[src/rtl/tinyalu_pkg.sv]
// -----------------------------------------------------------------------------
// tinyalu_pkg
//   Shared types for the TinyALU and its command-side requester.
//   - operation_t : ALU opcode encoding (3'b101 and 3'b110 are unused/illegal)
//   - req_state_t : requester FSM states
//   - is_alu_op   : true for opcodes that run the ALU start/done handshake
//   - is_known_op : true for every defined opcode
// -----------------------------------------------------------------------------
package tinyalu_pkg;

    typedef enum logic [2:0] {
        no_op  = 3'b000,
        add_op = 3'b001,
        and_op = 3'b010,
        xor_op = 3'b011,
        mul_op = 3'b100,
        rst_op = 3'b111
    } operation_t;

    typedef enum logic [2:0] {
        IDLE = 3'd0,
        BUSY = 3'd1,
        NOP  = 3'd2,
        RST  = 3'd3,
        RESP = 3'd4
    } req_state_t;

    function automatic logic is_alu_op(input operation_t op);
        case (op)
            add_op, and_op, xor_op, mul_op: is_alu_op = 1'b1;
            default:                        is_alu_op = 1'b0;
        endcase
    endfunction

    function automatic logic is_known_op(input logic [2:0] code);
        is_known_op = (code != 3'b101) && (code != 3'b110);
    endfunction

endpackage

[src/rtl/tinyalu_requester.sv]
// -----------------------------------------------------------------------------
// tinyalu_requester
//   Command-side initiator for the TinyALU. Accepts a command on a valid/ready
//   port, drives the ALU A/B/op/start pins, waits for done (or handles no_op,
//   rst_op, illegal codes and timeouts itself) and returns the result on a
//   valid/ready response port.
//
// Parameters
//   TIMEOUT_CYCLES : max cycles start is held without done before abort (>= 2)
//   RST_CYCLES     : cycles alu_rst is held for rst_op / timeout recovery (>= 1)
//
// Ports
//   clk, reset                 : clock, synchronous active-high reset
//   cmd_valid/cmd_ready        : command handshake
//   cmd_a, cmd_b, cmd_op       : operands and opcode
//   rsp_valid/rsp_ready        : response handshake
//   rsp_result, rsp_op         : result (0 for non-ALU/aborted) and opcode
//   rsp_timeout                : command aborted because done never came
//   alu_A, alu_B, alu_op       : registered operands/opcode to the ALU
//   alu_start, alu_done        : ALU start/done handshake
//   alu_result                 : ALU result
//   alu_rst                    : active-high ALU reset (reset OR RST state)
//
// Optional build macro TINYALU_REQ_STATS_EN adds saturating counters:
//   stat_cmds     (16b) : responses consumed (rsp_valid & rsp_ready)
//   stat_timeouts (8b)  : timeout aborts
// -----------------------------------------------------------------------------
module tinyalu_requester
    import tinyalu_pkg::*;
#(
    parameter int TIMEOUT_CYCLES = 64,
    parameter int RST_CYCLES     = 2
) (
    input  logic        clk,
    input  logic        reset,
    input  logic        cmd_valid,
    output logic        cmd_ready,
    input  logic [7:0]  cmd_a,
    input  logic [7:0]  cmd_b,
    input  logic [2:0]  cmd_op,
    output logic        rsp_valid,
    input  logic        rsp_ready,
    output logic [15:0] rsp_result,
    output logic [2:0]  rsp_op,
    output logic        rsp_timeout,
    output logic [7:0]  alu_A,
    output logic [7:0]  alu_B,
    output logic [2:0]  alu_op,
    output logic        alu_start,
    input  logic        alu_done,
    input  logic [15:0] alu_result,
`ifdef TINYALU_REQ_STATS_EN
    output logic [15:0] stat_cmds,
    output logic [7:0]  stat_timeouts,
`endif
    output logic        alu_rst
);

    localparam int TO_W = (TIMEOUT_CYCLES > 2) ? $clog2(TIMEOUT_CYCLES) : 1;
    localparam int RC_W = $clog2(RST_CYCLES + 1);

    localparam logic [TO_W-1:0] TO_LAST  = TO_W'(TIMEOUT_CYCLES - 1);
    localparam logic [RC_W-1:0] RC_START = RC_W'(RST_CYCLES);
    localparam logic [RC_W-1:0] RC_LAST  = RC_W'(1);

    req_state_t       state, state_nxt;
    logic [TO_W-1:0]  tmo_cnt;
    logic [RC_W-1:0]  rst_cnt;

    logic             accept;
    logic             rsp_take;
    logic             done_hit;
    logic             tmo_hit;
    operation_t       cmd_opcode;

    assign cmd_opcode = operation_t'(cmd_op);
    assign accept     = cmd_valid && (state == IDLE);
    assign rsp_take   = rsp_ready && (state == RESP);
    assign done_hit   = (state == BUSY) && alu_done;
    // done wins over timeout when both land on the same edge
    assign tmo_hit    = (state == BUSY) && !alu_done && (tmo_cnt == TO_LAST);

    // alu_rst must follow reset combinationally so the ALU is held while the
    // requester itself is in reset.
    assign alu_rst = reset || (state == RST);

    // -------------------------------------------------------------------------
    // State register
    // -------------------------------------------------------------------------
    always_ff @(posedge clk) begin
        if (reset) begin
            state <= IDLE;
        end else begin
            state <= state_nxt;
        end
    end

    // -------------------------------------------------------------------------
    // Next-state and state-decoded outputs
    // -------------------------------------------------------------------------
    always_comb begin
        state_nxt = state;
        cmd_ready = 1'b0;
        rsp_valid = 1'b0;
        alu_start = 1'b0;
        case (state)
            IDLE: begin
                cmd_ready = 1'b1;
                if (cmd_valid) begin
                    if (is_alu_op(cmd_opcode)) begin
                        state_nxt = BUSY;
                    end else if (cmd_opcode == no_op) begin
                        state_nxt = NOP;
                    end else if (cmd_opcode == rst_op) begin
                        state_nxt = RST;
                    end else begin
                        state_nxt = RESP;
                    end
                end
            end
            BUSY: begin
                alu_start = 1'b1;
                if (alu_done) begin
                    state_nxt = RESP;
                end else if (tmo_cnt == TO_LAST) begin
                    state_nxt = RST;
                end
            end
            NOP: begin
                alu_start = 1'b1;
                state_nxt = RESP;
            end
            RST: begin
                if (rst_cnt <= RC_LAST) begin
                    state_nxt = RESP;
                end
            end
            RESP: begin
                rsp_valid = 1'b1;
                if (rsp_ready) begin
                    state_nxt = IDLE;
                end
            end
            default: begin
                state_nxt = IDLE;
            end
        endcase
    end

    // -------------------------------------------------------------------------
    // Command capture, counters and response registers
    // -------------------------------------------------------------------------
    always_ff @(posedge clk) begin
        if (reset) begin
            alu_A       <= '0;
            alu_B       <= '0;
            alu_op      <= 3'(no_op);
            rsp_result  <= '0;
            rsp_op      <= 3'(no_op);
            rsp_timeout <= 1'b0;
            tmo_cnt     <= '0;
            rst_cnt     <= '0;
        end else begin
            if (accept) begin
                alu_A       <= cmd_a;
                alu_B       <= cmd_b;
                // illegal codes never reach the ALU
                alu_op      <= is_known_op(cmd_op) ? cmd_op : 3'(no_op);
                rsp_op      <= cmd_op;
                rsp_result  <= '0;
                rsp_timeout <= 1'b0;
                rst_cnt     <= RC_START;
            end

            if (state == BUSY) begin
                tmo_cnt <= tmo_cnt + 1'b1;
            end

            if (done_hit) begin
                rsp_result <= alu_result;
            end

            if (tmo_hit) begin
                rsp_timeout <= 1'b1;
                rsp_result  <= '0;
                rst_cnt     <= RC_START;
            end

            if (state == RST) begin
                rst_cnt <= rst_cnt - 1'b1;
            end

            if (rsp_take) begin
                rsp_timeout <= 1'b0;
                tmo_cnt     <= '0;
            end
        end
    end

`ifdef TINYALU_REQ_STATS_EN
    function automatic logic [15:0] sat_inc16(input logic [15:0] v);
        sat_inc16 = (v == 16'hFFFF) ? v : v + 16'd1;
    endfunction

    function automatic logic [7:0] sat_inc8(input logic [7:0] v);
        sat_inc8 = (v == 8'hFF) ? v : v + 8'd1;
    endfunction

    // -------------------------------------------------------------------------
    // Statistics counters
    // -------------------------------------------------------------------------
    always_ff @(posedge clk) begin
        if (reset) begin
            stat_cmds     <= '0;
            stat_timeouts <= '0;
        end else begin
            if (rsp_take) begin
                stat_cmds <= sat_inc16(stat_cmds);
            end
            if (tmo_hit) begin
                stat_timeouts <= sat_inc8(stat_timeouts);
            end
        end
    end
`endif

endmodule
[config.mk]
export PLATFORM = sky130hd
export DESIGN_NAME = tinyalu_requester
export DESIGN_NICKNAME = d
export VERILOG_FILES = /design/src/rtl/tinyalu_pkg.sv /design/src/rtl/tinyalu_requester.sv
export SDC_FILE = /design/constraint.sdc
export NUM_CORES = 1
export LEC_CHECK = 0
export CAP_MARGIN = 0
export CORE_ASPECT_RATIO = 0.75
export CORE_MARGIN = 5
export CORE_UTILIZATION = 46
export DETAILED_ROUTE_END_ITERATION = 7
export HOLD_SLACK_MARGIN = 0.05
export PLACE_DENSITY = 0.84
export SLEW_MARGIN = 20
export SYNTH_ARGS = -nofsm -noshare
export SYNTH_HDL_FRONTEND = slang
export SYNTH_SLANG_ARGS = --single-unit
[constraint.sdc]
create_clock -name clk -period 3.6 [get_ports clk]
set_clock_uncertainty 0.05 [all_clocks]
set_input_delay 1.08 -clock clk [delete_from_list [all_inputs] [get_ports clk]]
set_output_delay 1.08 -clock clk [all_outputs]
set_load 0.02 [all_outputs]
Word level (Yosys, flattened, before mapping)
Index checks and enable logic that the tools add are counted. Widths: inputs -> output; s select.

Add/subtract/negate cells: 2. Magnitude comparators: 1. Equal/unequal tests: 16. Mux-type cells: 23. Reduce and logical (&&, ||, !) cells: 18.

Operator list (count): $mux 16 (2); $mux 3 (9); $pmux 3 s5 (1); $eq 3x2->1 const B (4); $eq 3x3->1 const B (3); $ne 3x3->1 const B (3); $mux 1 (8); $add 6x1->6 const B (1); $eq 3x1->1 const B (2); $eq 6x6->1 const B (1); $logic_and 1x1->1 (6); $logic_not 3->1 (2); $mux 2 (3); $reduce_or 2->1 (3); $ne 2x2->1 const B (2); $reduce_and 4->1 (1); $reduce_bool 2->1 (2); $reduce_or 4->1 (1); $reduce_bool 3->1 (1); $le 2x1->1 const B (1); $ne 2x1->1 const B (1); $sub 2x1->2 const B (1); $logic_not 1->1 (1); $logic_or 1x1->1 (1).

Register bits after elaboration: 50. Input bits: 40. Output and inout bits: 43. Word-level logic and storage cells: 69.

Logic depth before layout (Yosys ltp)
Depth in word-level cells: 8. Depth in mapped cells: 7. Depth with buffers taken out: 6.

Worst setup path before layout
No wires, ideal clock.

Path kind: input port to output port. From: input reset. To: output alu_rst. Arrival: 1.582 ns. Required time: 2.470 ns. Path slack: 0.888 ns. Cell stages on the path: 3. Path buffers: 1. Path through: clkbuf_1 inv_1 nand2_1.

Word-level cells in the longest chain between the ends: 1.

Ends and longest elaborated chain: from (decl) (line tinyalu_requester.sv:35) `input logic reset,`; $logic_or 1x1->1 (line tinyalu_requester.sv:85) `assign alu_rst = reset || (state == RST);`; to (decl) (line tinyalu_requester.sv:56) `output logic alu_rst`.

No other way between the ends.

Worst setup path in the final report
Ends and elaborated chain as after synthesis.

==> metrics.md <==
| Metric | Value |
|---|---|
| Status | completed |
| Clk slew on worst S/H paths | 90 ps |
| Commonest non-fill, non-tap cell in the layout | clkdlybuf4s50_1 |
| Grt total ovfl | 0 |
| Avg Cell Area, Syn | 8.143 sq um |
| Ratio of cells with drive above 1 in the final layout | 4.559% |
| Worst-Margin Slew | 720.6 ps |
| Synthesis Warnings | 0 |
| Die Y | 68.07 um |
| Worst Setup End Kind | primary output |
| Most used cell, CP | clkdlybuf4s50_1 |
| Initial DRT Pass Iterations | 4 |
| Ys async rst share | 0% |
| Syn_nets | 296 |
| Slowest-stage cell, CP | clkdlybuf4s50_1 |
| Crit-path cells | clkdlybuf4s50_1, inv_1, nand2_1, clkdlybuf4s50_1 |
| Ant diodes | 0 |
| WL/cell | 13.42 um |
| TNS Setup | 0 ps |
| Dpl hpwl | 3.738 mm |
| Max-Cap Viols | 0 |
| Layout Utilization | 67.86% |
| DR vias/cell | 5.088 |
| Gate count after technology mapping | 254 |
| Largest net degree at the start of global routing | 33 |
| Synth unique cells | 37 |
| Worst Hold Class | reg2reg |
| Hold Vio Cnt, Final | 0 |
| WP data required | 2470 ps |
| Root buffer cell | clkbuf_8 |
| Worst Setup Start Kind | primary input |
| Total power divided by cell area | 419.3 mW/mm^2 |
| Row cnt | 21 |
| Initial antenna violation count | 0 |
| Total clock sinks | 50 |
| Count of pins over their slew limit | 0 |
| Number of global-route vias before repair | 1837 |
| CTS H-Tree Depth | 2 |
| Peak supply drop | 0.2719 mV |
| CTS Buffer Depth | 2 |
| Residual DRC count | 0 |
| Period utilization | 95.97% |
| CTS tree | built |
| Gpl congestion | 0.7576 |
| Minimum clock period | 3455 ps |
| Slew headroom | 51.96% |
| Sequential area share after synthesis | 48.40% |
| First-pass GRT wire length | 8.355 mm |
| Postcts setup bufs | 0 |
| Nets | 370 |
| Die W | 87.43 um |
| Drt initial violations | 93 |
| Top_reg_cell synth | dfxtp_1 |
| GRT Total Usage | 17.79% |
| Hold_buf cts | 0 |
| Yosys top cell area share | 48.40% |
| RSZ-0062 raised after global routing | false |
| Port Buffers | 82 |
| Dpl ws | 120.0 ps |
| CP peak stage delay | 600 ps |
| CTS resizes | 0 |
| Initial Util | 46.85% |
| Post-synthesis register bit count | 50 |
| CP Data Arrival Time | 2330 ps |
| Skew-Pair Late Insertion Delay | 300 ps |
| Die area | 0.005951 sq mm |
| Final worst setup slack | 144.9 ps |
| Fin Hold WS | 407.3 ps |
| EDFF count, synth | 0 |
| P_leak | 1.061 nW |
| Commonest non-fill, non-tap cells in the layout | 82 x clkdlybuf4s50_1, 65 x nand2_1, 50 x dfxtp_1 |
| Post-synthesis cell area | 0.002068 sq mm |
| Setup violators final | 0 |
| Yosys top cell by area | dfxtp_1 |
| Largest cells by area after synthesis | dfxtp_1 48%, nand2_1 12%, a21oi_1 11% |
| Area growth syn-to-layout | 44.83% |
| DRT antenna net count | 0 |
| I/O pin cnt | 83 |
| Max Freq | 289.4 MHz |
| Critical path class | in2out |
| Vias | 1964 |
| CP Max Fanout | 3 |
| Core area | 0.004414 sq mm |
| Cts bufs inserted | 5 |
| Post-Route WL | 5.182 mm |
[Yosys cell counts, types with 3 or more instances]
master	n
a21oi_1	44
and2_1	3
buf_2	7
clkbuf_1	6
dfxtp_1	50
inv_1	5
nand2_1	65
nand2b_1	3
nand3_1	20
nor2_1	8
nor3_1	3
o21ai_0	4
or3_1	3
xnor2_1	3
[routing by layer]
metal | global-route usage (%) | up-vias | wire (um)
met5 | 0 | - | 0
met4 | 4.023 | 0 | 13
met3 | 7.220 | 2 | 592
li1 | - | 1005 | -
met2 | 29.32 | 69 | 2353
met1 | 21.96 | 888 | 2223
[stage by stage]
| stage | total power [W] | instances | area [sq um] |
|---|---|---|---|
| after CTS | 0.001267 | 386 | 2995 |
| final | 0.001256 | 386 | 2995 |
| after floorplan | 0.0007584 | 254 | 2068 |
| after detailed placement | 0.0008789 | 378 | 2885 |
| after global placement | 0.0008738 | 378 | 2885 |
| after global routing | 0.001321 | 386 | 2995 |
[layout make-up]
class / count / area [sq um]
Timing Repair Buffer: 85 / 843.3
Tap cell: 57 / 71.32
Multi-Input combinational cell: 181 / 950.9
Clock buffer: 6 / 72.57
Inverter: 5 / 18.77
Fill cell: 395 / 1419
Clock inverter: 2 / 37.54
Sequential cell: 50 / 1001
[power by group]
group	switching, W	leakage [nW]	internal [W]
Sequential	0.0000219	0.407	0.000583
Clock	0.000184	0.0514	0.000207
Combinational	0.000134	0.603	0.000127
[worst max-delay path, delay by kind of cell]
| family | cells | cell delay (ps) |
|---|---|---|
| simple gates | 1 | 60 |
| buf+inv | 3 | 1180 |
[final timing paths]
path	start	endpoint	slack (ps)	cells past startpoint
worst max-delay path	reset	alu_rst	140	4
worst max register to register	state[0]$_SDFFE_PP0P_	rsp_result[7]$_SDFFE_PP0P_	1630	4
worst min-delay path	rsp_op[0]$_SDFFE_PP0P_	rsp_op[0]$_SDFFE_PP0P_	410	2
worst min register to register	rsp_op[0]$_SDFFE_PP0P_	rsp_op[0]$_SDFFE_PP0P_	410	2
[sequential cells by signal, indices dropped and copies added, names as in the netlist]
name and cells:
rsp_timeout 1, alu_A 8, tmo_cnt 6, state 3, rsp_result 16, rst_cnt 2, alu_op 3, rsp_op 3
alu_B 8
[kinds of logic (layout without fill, tap and decap cells)]
| kind of cell | after synthesis | count (layout) | synth area share, % |
|---|---|---|---|
| AOI/OAI and AO/OA | 56 | 56 | 14.76 |
| adders and majority gates | 2 | 2 | 1.210 |
| xor gates and xnor gates | 5 | 5 | 2.118 |
| muxes | 1 | 1 | 0.4840 |
| buffers and inverters | 23 | 98 | 5.626 |
| and+or+nand+nor | 117 | 117 | 27.41 |
| DFF | 50 | 50 | 48.40 |
No activity file was read; power rests on OpenSTA's default activity.
